**src/rtl/prog_counter.sv**
```systemverilog
// -----------------------------------------------------------------------------
// prog_counter
//   Fetch-stage program counter. It drives the address port of the
//   instruction memory and steps through the program: increment, absolute
//   jump, PC-relative branch, stall hold and halt. A start/done handshake
//   connects it to the top level. It also exports the number of instructions
//   fetched since the last start, for debug.
//
// Parameters
//   AW          address width (instruction memory depth is 2^AW)
//   OFFW        width of the signed relative-branch offset
//   START_ADDR  address held while in reset / IDLE
//   CW          width of inst_count
//
// Ports
//   clk         in   1     rising-edge clock
//   reset       in   1     synchronous, active-low reset
//   start       in   1     pulse: begin execution at start_addr
//   start_addr  in   AW    first instruction address, sampled with start
//   stall       in   1     hold the current address this cycle
//   branch_abs  in   1     load target into address
//   branch_rel  in   1     add sign-extended offset to address
//   target      in   AW    absolute jump target
//   offset      in   OFFW  signed relative offset
//   halt_req    in   1     decoded halt instruction at the current address
//   address     out  AW    registered PC, goes to instruction memory
//   running     out  1     high while in RUN
//   done        out  1     high while in HALTED (level)
//   inst_count  out  CW    instructions advanced past since last start
// -----------------------------------------------------------------------------
module prog_counter #(
  parameter int unsigned    AW         = 10,
  parameter int unsigned    OFFW       = 6,
  parameter logic [AW-1:0]  START_ADDR = '0,
  parameter int unsigned    CW         = 16
) (
  input  logic            clk,
  input  logic            reset,
  input  logic            start,
  input  logic [AW-1:0]   start_addr,
  input  logic            stall,
  input  logic            branch_abs,
  input  logic            branch_rel,
  input  logic [AW-1:0]   target,
  input  logic [OFFW-1:0] offset,
  input  logic            halt_req,
  output logic [AW-1:0]   address,
  output logic            running,
  output logic            done,
  output logic [CW-1:0]   inst_count
);

  typedef enum logic [1:0] {
    IDLE   = 2'd0,
    RUN    = 2'd1,
    HALTED = 2'd2
  } state_t;

  state_t          state, state_next;
  logic [AW-1:0]   address_next;
  logic [CW-1:0]   inst_count_next;
  logic [AW-1:0]   offset_sext;
  logic [CW-1:0]   inst_count_inc;

  // Sign-extend the offset to address width; the add below then wraps
  // modulo 2^AW, so a negative step past 0 lands at the top of memory.
  assign offset_sext = {{(AW-OFFW){offset[OFFW-1]}}, offset};

  // Saturating increment: the count sticks at all-ones.
  assign inst_count_inc = (inst_count == {CW{1'b1}}) ? inst_count
                                                      : inst_count + 1'b1;

  // ---------------------------------------------------------------------------
  // State and output registers
  // ---------------------------------------------------------------------------
  // NOTE: sequential state uses non-blocking assignments so every register
  // samples the pre-edge values of its inputs, independent of statement order.
  always_ff @(posedge clk) begin
    if (!reset) begin
      state      <= IDLE;
      address    <= START_ADDR;
      inst_count <= '0;
      running    <= 1'b0;
      done       <= 1'b0;
    end else begin
      state      <= state_next;
      address    <= address_next;
      inst_count <= inst_count_next;
      running    <= (state_next == RUN);
      done       <= (state_next == HALTED);
    end
  end

  // ---------------------------------------------------------------------------
  // Next-state logic
  // ---------------------------------------------------------------------------
  // NOTE: every combinational output gets a default before the case so no
  // path leaves it unassigned, which would otherwise infer a latch.
  always_comb begin
    state_next = state;
    unique case (state)
      IDLE:    if (start)    state_next = RUN;
      RUN:     if (halt_req) state_next = HALTED;
      HALTED:  if (start)    state_next = RUN;
      default:               state_next = IDLE;
    endcase
  end

  // ---------------------------------------------------------------------------
  // Datapath next values (address / instruction count)
  // ---------------------------------------------------------------------------
  always_comb begin
    address_next    = address;
    inst_count_next = inst_count;
    unique case (state)
      IDLE, HALTED: begin
        if (start) begin
          address_next    = start_addr;
          inst_count_next = '0;
        end
      end
      RUN: begin
        // Priority: halt, stall, absolute jump, relative branch, increment.
        // Start is ignored here.
        if (halt_req || stall) begin
          address_next = address;
        end else begin
          if (branch_abs)      address_next = target;
          else if (branch_rel) address_next = address + offset_sext;
          else                 address_next = address + 1'b1;
          inst_count_next = inst_count_inc;
        end
      end
      default: begin
        address_next    = START_ADDR;
        inst_count_next = '0;
      end
    endcase
  end

endmodule

```
**config.mk**
```make
export PLATFORM = sky130hd
export DESIGN_NAME = prog_counter
export DESIGN_NICKNAME = d
export VERILOG_FILES = /design/src/rtl/prog_counter.sv
export SDC_FILE = /design/constraint.sdc
export NUM_CORES = 1
export LEC_CHECK = 0
export CORE_MARGIN = 2
export CORE_UTILIZATION = 25
export CTS_CLUSTER_SIZE = 10
export DETAILED_ROUTE_END_ITERATION = 10
export SETUP_SLACK_MARGIN = 0.2
export SYNTH_ARGS = -nofsm -noshare
export SYNTH_HDL_FRONTEND = slang
export SYNTH_SLANG_ARGS = --single-unit
```
**constraint.sdc**
```tcl
create_clock -name clk -period 3.65 [get_ports clk]
set_input_delay 0.73 -clock clk [delete_from_list [all_inputs] [get_ports clk]]
set_output_delay 0.73 -clock clk [all_outputs]
set_load 0.01 [all_outputs]
```
==> flow_results.org, run 1 <==
** Pwr
- The share of total power dissipated in sequential elements is 0.419.
- The share of total power dissipated in combinational logic is 0.254.
- Internal power summed over all cells :: 0.610 mW
- Power per Cell Area :: 323 mW/mm²
- Worst supply voltage drop on vdd :: 0.000107 V
- Share of power burned in the clock network :: 0.327
- In this run the power spent charging and discharging nets is 0.260 mW.
- In this run the static leakage power is 0.991 nW.
- Of the total power, the share spent switching nets is 0.299.

** Yosys
- Share of Yosys cell area claimed by the top area cell type :: 0.317
- The synthesized netlist occupies a cell area of 0.00189 mm².
- Top cells by area in the synthesized netlist :: dfxtp_1, xor2_1, nor2_1
- Share of flip-flops with an asynchronous set or reset after synthesis :: 0
- Averaged over all synthesized cells, the footprint is 8.23 µm².
- Distinct cell type count of the synthesized netlist :: 52
- Post-Synthesis Cells :: 230
- The synthesized design contains 0 enable-type register cells.
- The number of nets in the synthesized netlist is 271.
- Yosys reg bits :: 30
- For this run, the number of Yosys warnings is 0.
- The biggest area contributor in the post-synthesis netlist is dfxtp_1.
- Part of the Yosys area used for sequential elements :: 0.317
- The most used flip-flop cell after synthesis is dfxtp_1.

** CTS
- Clock latency reported for the late side of the worst-skew pair :: 0.28 ns
- TritonCTS built the clock tree.
- The clock tree synthesis step divided the H-tree into 2 levels.
- Hold repair after CTS inserted 0 buffers.
- Buffers inserted by post-CTS timing repair :: 0
- Library cell used as clock root buffer :: clkbuf_8
- The clock passes through at most 2 buffers.
- After clock tree synthesis, the clock-pin slew on the worst setup and hold paths is 0.07 ns.
- Clock tree synthesis found a total of 30 sinks.
- Post-CTS sizing :: 0
- The number of clock buffers added by TritonCTS is 5.

** Finish
- The library cell used most frequently in the layout, excluding fill and tap cells, is clkdlybuf4s50_1.
- Number of inserted diodes :: 0
- Number of nets in the layout :: 332
- Measured on the finished design, the core utilization comes to 0.369.
- Ratio of cells with drive above 1 in the final layout :: 0.0788
- Once layout is complete, the cells apart from fillers number 391.
- Most used cells in the layout excluding fill and tap cells :: clkdlybuf4s50_1, dfxtp_1, nor2_1
- The layout has 788 filler cells.
- The finished cells cover 0.00269 mm².
- Synthesis-to-layout area growth :: 42.1%

** Die
- The die is 91.0 µm tall.
- The initialized floorplan defines 31 standard-cell rows.
- Effective utilization at floorplan :: 0.260
- Core region area :: 0.00729 mm²
- Die footprint :: 0.00828 mm²
- Chip width :: 91.0 µm
- Number of placed I/O pins :: 61

** Timing
- The max-slew violation total from the final report is 0.
- Fin crit share :: 0.825
- Fin Hold WS :: 0.543 ns
- Top achievable clock speed :: 332 MHz
- At the pin with the least slew margin, the transition time is 0.719 ns.
- Max transition margin :: 0.519
- Setup violations remaining at the end of the flow were counted as 0.
- Clock Skew :: 0.00371 ns
- Setup repair after global routing left no endpoint under its margin.
- Hold Fails Final Rpt :: 0
- Time the final worst path needs with I/O delays and setup :: 3.01 ns
- In the final timing run, aggregate negative setup slack is 0 ns.

** Flow run
- Max capacitance violation total :: 0

** Critical path
- Peak per-stage delay on the critical path :: 0.56 ns
- The critical path is of the in -> reg type.
- The worst setup path is launched from an input port.
- Kind of cell with the highest combined delay on the critical path :: compound AO/OA/AOI/OAI gates
- STA classifies the critical path endpoint as a flop.
- Counting both buffers and inverters, the worst setup path holds a total of 2.
- Critical Path AT :: 3.18 ns
- Worst-path maximum fanout :: 6
- Cells along the critical path :: clkdlybuf4s50_1 > nand2_1 > inv_1 > ha_1 > a211oi_1 > o21bai_1 > a21oi_1 > mux2_1 > a2111oi_2 > o41ai_2
- The slowest stage of the critical path is the clkdlybuf4s50_1 cell.
- Data on the critical path is required at its endpoint by 3.82 ns.

** GRT
- Initial antenna violation count :: 0
- Via count of the first global-routing pass :: 1829
- Global route overflow :: 0
- In the global route stage, overall resource usage came out at 0.133.
- The first global-routing pass estimated 8.81 mm of wire.
- Maximum number of pins on one net before global-route repair :: 17

** Detailed routing
- Using the TritonRoute via totals, the vias-per-cell ratio works out to 4.79.
- The final layout contains routed wiring with a total length of 5.32 mm.
- The first routing iteration left 82 violations.
- Detailed-route DRC error count :: 0
- Detailed-route via count :: 1874
- The count of nets left with antenna violations once routing finished came out at 0.
- Before antenna repair, the detailed router went through 4 iterations.
- In the final routed layout, each cell accounts on average for 13.6 µm.

** Placed design
- Detailed Place HPWL :: 4.02 mm
- The congestion estimate from routability-driven global placement came to 0.801.
- PortBufs :: 60
- Including well taps, the total number of placed cells is 383.
- Once placement finished, the instance area stood at 0.00259 mm².

** Outcome
- The flow ran to the end, and the final reports show no timing, DRC or antenna violations.

** Worst hold path
- The worst hold path belongs to the class reg -> reg.
==> power groups by stage <==
stage | Sequential (mW) | Combinational [mW] | Clock, mW
global placement | 0.372 | 0.219 | 0
CTS | 0.364 | 0.222 | 0.295
detailed placement | 0.372 | 0.220 | 0
finish | 0.365 | 0.221 | 0.285
global route | 0.367 | 0.244 | 0.308
floorplan | 0.368 | 0.130 | 0
==> path summary, 6_finish.rpt <==
check                                     from             end  slack (ns)  depth (start not counted)
worst max register to register        state[0]      address[7]        1.37                          6
worst min register to register  inst_count[12]  inst_count[12]        0.54                          2
worst min-delay path            inst_count[12]  inst_count[12]        0.54                          2
worst max-delay path                branch_rel      address[9]        0.64                         10
==> synthesized netlist by cell type (2+ instances only) <==
library cell,count
a2111oi_2,2
a211oi_1,4
a21oi_1,10
a221oi_1,2
a22oi_1,3
a31oi_1,4
and2_1,3
and3_1,6
buf_2,3
clkbuf_1,5
clkinv_1,2
dfxtp_1,30
ha_1,7
inv_1,8
mux2i_1,2
nand2_1,14
nand2b_1,2
nand3_1,14
nand4_1,4
nor2_1,28
nor2b_1,2
nor3_1,5
nor4_1,2
o211ai_1,3
o21a_1,4
o21ai_0,13
o21bai_1,2
or3_2,2
xnor2_1,9
xor2_1,13
==> sequential cells by signal, summed over array words and instances (netlist names) <==
name and count:
address 10, done 1, running 1, inst_count 16
state 2
==> routing by layer <==
metal	wire length, µm	vias up	global-route usage
met3	316	9	0.0432
met1	2470	868	0.163
met2	2420	42	0.217
li1	-	955	-
met5	0	-	0
met4	113	0	0.0505
==> metrics by stage <==
step                      setup slack, ns  total power [mW]
after CTS                           0.634             0.881
after floorplan                      1.11             0.498
final                               0.638             0.870
after global routing                0.377             0.919
after global placement              0.414             0.591
after detailed placement            0.338             0.592
==> worst min-delay path, delay by kind of cell, from the launching register on <==
kind / cells / cell delay (ns)
XOR/XNOR: 1 / 0.08
flip-flops: 1 / 0.36
AND/OR/NAND/NOR: 1 / 0.07
==> final cells by class <==
type / count / area, µm² / area share
clock inverter: 2 / 12.5 / 0.00465
tap: 99 / 124 / 0.0460
multi-input combinational: 181 / 1210 / 0.450
clock buffer: 6 / 82.6 / 0.0307
timing repair buffer: 63 / 623 / 0.232
inverter: 10 / 37.5 / 0.0140
sequential: 30 / 601 / 0.223
==> logic make-up (layout without fill, tap and decap cells) <==
| family | count (synthesis) | after routing | synth area share |
|---|---|---|---|
| flops | 30 | 30 | 0.317 |
| simple gates | 91 | 91 | 0.248 |
| buf+inv | 19 | 81 | 0.0436 |
| compound gates | 56 | 56 | 0.210 |
| xor+xnor | 22 | 22 | 0.102 |
| fa+ha+maj | 8 | 8 | 0.0568 |
| mux | 4 | 4 | 0.0225 |
Note: power is estimated with default switching activity, not from simulation.
==> run 2: changes to the inputs <==
- clock period: 3.65 -> 3.11 ns (I/O delays scaled with it)
==> flow_results.org, run 2 (synthesis gave the netlist of run 1 again) <==
** Outcome
- The flow ran to the end, and the final reports show no timing, DRC or antenna violations.

** Finish
- Max FFs per register :: 16
- Number of inserted diodes :: 0
- The multi-input combinational cells in the finished layout cover a total of 0.00122 mm².
- More flip-flops sit in one register than any other, and that register is inst_count.
- The largest registers in the layout are inst_count x16, address x10, state x2.
- Sequential cell area :: 601 µm²
- At the end of the flow, the number of nets in the layout was 335.
- The top cell types in the final layout, fill and taps aside, are clkdlybuf4s50_1, dfxtp_1, nor2_1.
- The count of cells in the finished layout, fillers not included, comes to 394.
- Leading cell type in the layout, fill and taps excluded :: clkdlybuf4s50_1
- The area growth from synthesis to layout is 43.7%.
- The layout has 772 filler cells.
- In the final layout, the share of cells above drive strength 1 is 0.0949.

** Critical path
- The worst register-to-register path ends at address[7].
- The largest individual stage delay along the critical path comes from the cell clkdlybuf4s50_1.
- The worst register-to-register path begins at state[0].
- Worst setup path endpoint :: address[8]
- Worst setup slack for register-to-register paths :: 0.85 ns
- Worst path bufs/invs :: 2
- Worst Setup End Kind :: flop
- The cell family contributing the most delay on the critical path is adder cells.
- The worst setup path is launched from an input port.
- Timing startpoint of the critical path :: branch_rel
- Worst-path maximum fanout :: 5
- Cells along the critical path :: clkdlybuf4s50_1 > or2b_1 > ha_1 > inv_1 > fa_1 > nor2b_2 > o31a_1 > nor2_1 > a211oi_2 > xnor2_1 > a31oi_1
- Setup CP Type :: in -> reg
- Peak per-stage delay on the critical path :: 0.45 ns
- The number of cells on the worst reg-to-reg path is 6.
- For the worst setup path, the data required time is 3.27 ns.
- Critical Path AT :: 2.86 ns
- The critical path runs through a total of 11 cells.

** Timing
- Max transition margin :: 0.380
- Clock Skew :: 0.00311 ns
- After layout, the minimum clock period comes to 2.70 ns.
- Number of endpoints failing setup at the final stage :: 0
- Timing would allow up to 370 MHz.
- For the pin with the worst max-slew slack, the measured transition is 0.930 ns.
- Hold Fails Final Rpt :: 0
- The max-slew violation total from the final report came to 0.
- Setup total negative slack on the finished layout was measured at 0 ns.
- In the finished design, the share of the clock period the worst path needs comes to 0.868.
- Setup repair after global routing left no endpoint under its margin.

** Pwr
- Summed over all cells, the static leakage comes to 1.01 nW.
- Dividing total power by cell area gives a power density of 378 mW/mm².
- Worst supply voltage drop on vdd :: 0.000142 V

** GRT
- Overall track demand over capacity in global routing :: 0.136
- Global-route wire length before repair :: 9.12 mm
- The via count of the first global-routing pass was 1804.
- Initial antenna violation count :: 0
- Entering global routing, the biggest net connects 17 pins.
- After global routing the overflow that remains totals 0.

** Die
- The die covers 0.00828 mm².
- Row generation in the floorplan step produced 31 rows.
- Core region area :: 0.00729 mm²
- Die Span Y :: 91.0 µm
- The die is 91.0 µm wide.
- Effective utilization at floorplan :: 0.260
- 61 I/O pins were placed.

** Detailed routing
- Routed wire length per instance :: 13.9 µm
- Iter 0 DRT Violations :: 81
- Detailed-route via count :: 1879
- The count of nets left with antenna violations once routing finished came out at 0.
- Before antenna repair, the detailed router went through 4 iterations.
- After detailed routing, the number of remaining DRC violations is 0.
- Dividing the detail-routed via count by the number of cells gives 4.77.
- Wires add up to 5.47 mm.

** CTS
- Hold-fix buffer count after cts :: 0
- Clock-pin slew reported for the worst setup and hold paths after clock tree synthesis :: 0.07 ns
- The longest clock path from root to sink contains 2 buffers.
- The cell sitting at the root of the clock tree is a clkbuf_8.
- The clock drives 30 sinks.
- TritonCTS built the clock tree.
- The H-tree generated during clock tree synthesis spans 2 levels.
- Clock latency on the worst-skew pair, taken at its later pin, is 0.28 ns.
- Total CTS buffers :: 5

** Placed design
- PortBufs :: 60
- Total instance count after detailed placement :: 386
- Detailed Place HPWL :: 4.08 mm
- Final weighted congestion in routability-driven placement :: 0.893

** Flow run
- Max capacitance violation total :: 0

** Worst hold path
- Class of the tightest hold or removal check :: reg -> reg
[run 2: routing by layer]
layer,track usage,vias to the layer above,routed length (µm)
met4,0.0417,0,28
met2,0.212,59,2510
met1,0.182,859,2530
met3,0.0365,2,398
met5,0,-,0
li1,-,959,-
[run 2: worst min-delay path by stage]
| stage | depth (start not counted) | start | end | slack (ns) |
|---|---|---|---|---|
| after floorplan | 2 | address[2] | address[2] | 0.53 |
| after global placement | 2 | inst_count[15] | inst_count[15] | 0.53 |
| after detailed placement | 2 | inst_count[12] | inst_count[12] | 0.54 |
| after CTS | 2 | address[2] | address[2] | 0.55 |
| after global routing | 2 | inst_count[15] | inst_count[15] | 0.57 |
| final | 2 | address[2] | address[2] | 0.55 |
[run 2: report_power, final]
part	switching [mW]	internal (mW)	total (mW)
clock	0.159	0.178	0.337
combinational	0.123	0.140	0.263
sequential	0.0263	0.402	0.428
[run 2: repair_timing]
action                                  4_1_cts  5_1_grt
resized for setup                             0        2
buffers inserted                              0        0
hold endpoints to repair                      0        0
endpoints found under the setup margin        0        1
[run 2: through the flow]
step            util  worst slack (ns)  instance area (µm²)  hold WS, ns  power (mW)
2_1_floorplan      -             0.681                 1890        0.533       0.584
6_report       0.373             0.410                 2720        0.550        1.03
4_1_cts        0.372             0.356                 2710        0.550        1.04
5_1_grt        0.373             0.177                 2720        0.574        1.09
3_5_place_dp   0.359            0.0722                 2620        0.537       0.697
3_3_place_gp   0.359             0.112                 2620        0.529       0.696
[run 2: area by class of cell]
class                      instances  area share
multi-input combinational        181       0.448
timing repair buffer              66       0.237
sequential                        30       0.221
tap                               99      0.0455
clock buffer                       6      0.0304
inverter                          10      0.0138
clock inverter                     2     0.00460
[run 2: worst min-delay path: stages (launching register included)]
cell and delay, ns:
dfxtp_1 0.34, nor2_1 0.11, nor3_1 0.05
==> run 3: changes to the inputs <==
- GPL_TIMING_DRIVEN: unset -> 0
==> flow_results.org, run 3 (synthesis gave the netlist of run 1 again) <==
** CTS
- TritonCTS built the clock tree.
- Hold-fix buffer count after cts :: 0
- Clock tree synthesis inserted a total of 5 buffers.
- Maximum clock insertion buffer count :: 2
- Clock latency reported for the late side of the worst-skew pair :: 0.28 ns
- Number of H-tree levels :: 2
- The clock drives 30 sinks.
- Clock-pin slew reported for the worst setup and hold paths after clock tree synthesis :: 0.07 ns
- Library cell used as clock root buffer :: clkbuf_8

** Die
- Die footprint :: 0.00828 mm²
- Core region area :: 0.00729 mm²
- Effective utilization at floorplan :: 0.260
- Standard-cell rows :: 31
- Chip width :: 91.0 µm
- Die Span Y :: 91.0 µm
- For this design the top-level I/O count stands at 61.

** Detailed routing
- Wire segments on met2 add up to 2.37 mm in the final route.
- The first detailed-routing pass took 4 iterations.
- Dividing the detail-routed via count by the number of cells gives 4.80.
- Routed wire length per instance :: 13.2 µm
- Top routing layer used :: met4
- Total wirelength of the detailed-routed design :: 5.23 mm
- Post-detailed-route count of antenna-violating nets :: 0
- Detailed-route via count :: 1902
- Routed met1 length :: 2.40 mm
- Iter 0 DRT Violations :: 74
- In the routed design, unresolved DRC markers number 0.
- The routed design uses 368 µm of met3 wire.

** Pwr
- Across the VDD grid, the largest voltage drop is 0.000127 V.
- Leak Pwr :: 1.01 nW
- The completed layout was analyzed and its total power is 0.985 mW.
- Power per Cell Area :: 364 mW/mm²

** Outcome
- The run finished with clean final reports.

** Placed design
- PortBufs :: 58
- Prior to clock tree synthesis, the placed netlist has a worst setup slack of -0.209 ns.
- At the end of routability-driven placement, the weighted congestion stood at 0.807.
- Detailed Place HPWL :: 4.00 mm

** Critical path
- The critical path is of the in -> reg type.
- Along the worst path, the maximum fanout reaches 5.
- Critical Path AT :: 2.88 ns
- Setup crit start kind :: input port
- Req. time, crit path :: 3.27 ns
- The worst setup path is captured at a flop.

** Worst hold path
- Class of the tightest hold or removal check :: reg -> reg

** Finish
- Max FFs per register :: 16
- Number of inserted diodes :: 0
- The library cell used most frequently in the layout, excluding fill and tap cells, is clkdlybuf4s50_1.
- The final layout contains 338 nets.
- In the layout the commonest cells are clkdlybuf4s50_1, dfxtp_1, nor2_1.
- In the final layout, the share of cells above drive strength 1 is 0.0909.
- Biggest registers after layout :: inst_count x16, address x10, state x2
- Synthesis-to-layout area growth :: 42.8%
- Ranked by flip-flop count, first place goes to inst_count.

** GRT
- For this run, the total global-route usage over all layers was measured as 0.127.
- The first global-routing pass estimated 8.62 mm of wire.
- Entering global routing, the biggest net connects 11 pins.
- The via count of the first global-routing pass is 1753.
- The initial antenna violation count came to 0.
- The total overflow left after global routing is 0.

** Timing
- Fin crit share :: 0.873
- Time the final worst path needs with I/O delays and setup :: 2.71 ns
- At the pin with the least slew margin, the transition time is 0.621 ns.
- Headroom to the max-slew limit came out at 0.584.
- In the post-route analysis, the smallest setup slack over all paths is 0.396 ns.
- Number of endpoints failing setup at the final stage :: 0
- Setup repair after global routing left no endpoint under its margin.
- For this run, the top clock speed supported by timing is 369 MHz.
- The max-slew violation total from the final report is 0.
- Clock skew on the completed layout was measured at 0.00898 ns.
- Fin Hold WS :: 0.542 ns
- Hold Fails Final Rpt :: 0

** Flow run
- Max capacitance violation total :: 0
[run 3: cell count changes in the layout (fill, tap and decap cells not counted), sizes merged]
cell,change
clkbuf,+4
clkdlybuf4s50,-3
clkinv,+1
clkinvlp,-1
dlymetal6s2s,+1
[run 3: final timing paths]
| kind | from | to | slack (ns) | cells past startpoint |
|---|---|---|---|---|
| worst min register to register | address[0] | address[0] | 0.54 | 1 |
| worst min-delay path | address[0] | address[0] | 0.54 | 1 |
| worst max-delay path | offset[0] | address[8] | 0.40 | 11 |
| worst max register to register | address[0] | address[8] | 0.92 | 9 |
[run 3: timing repair]
action / 4_1_cts / 5_1_grt
pin swaps: 0 / 2
setup endpoints to repair: 2 / 2
buffers inserted: 0 / 2
gates resized for setup: 2 / 1
[run 3: stage by stage]
step | area [µm²] | utilization | std cells | setup TNS, ns
floorplan | 1890 | - | 230 | 0
CTS | 2690 | 0.368 | 394 | 0
global route | 2700 | 0.371 | 396 | 0
detailed placement | 2600 | 0.356 | 387 | -0.309
finish | 2700 | 0.371 | 396 | 0
global placement | 2600 | 0.356 | 387 | -0.277
[run 3: worst max-delay path, cell delays in order]
cell,delay [ns]
clkdlybuf4s50_1,0.45
or2b_1,0.10
ha_1,0.20
inv_1,0.07
fa_1,0.39
nor2b_1,0.17
o31a_1,0.26
nor2_1,0.11
a211oi_2,0.27
xnor2_1,0.14
a31oi_1,0.10
[run 3: metal layers]
metal / vias to the layer above / track usage
met5: - / 0
met4: 0 / 0.0417
met3: 8 / 0.0373
li1: 968 / -
met2: 66 / 0.196
met1: 860 / 0.171
[run 3: cell type report]
cell class / count / area [µm²]
repair buffers: 60 / 598
plain buffers: 9 / 45.0
flip-flops and latches: 30 / 601
multi-input cells: 181 / 1220
clock buffers: 5 / 68.8
fillers: 776 / 4590
clock inverters: 2 / 10.0
well taps: 99 / 124
inverters: 10 / 37.5
[run 3: where the power goes]
part	leakage, nW	internal [mW]	switching [mW]
clock network	0.0438	0.150	0.144
logic	0.721	0.139	0.132
registers	0.245	0.402	0.0176
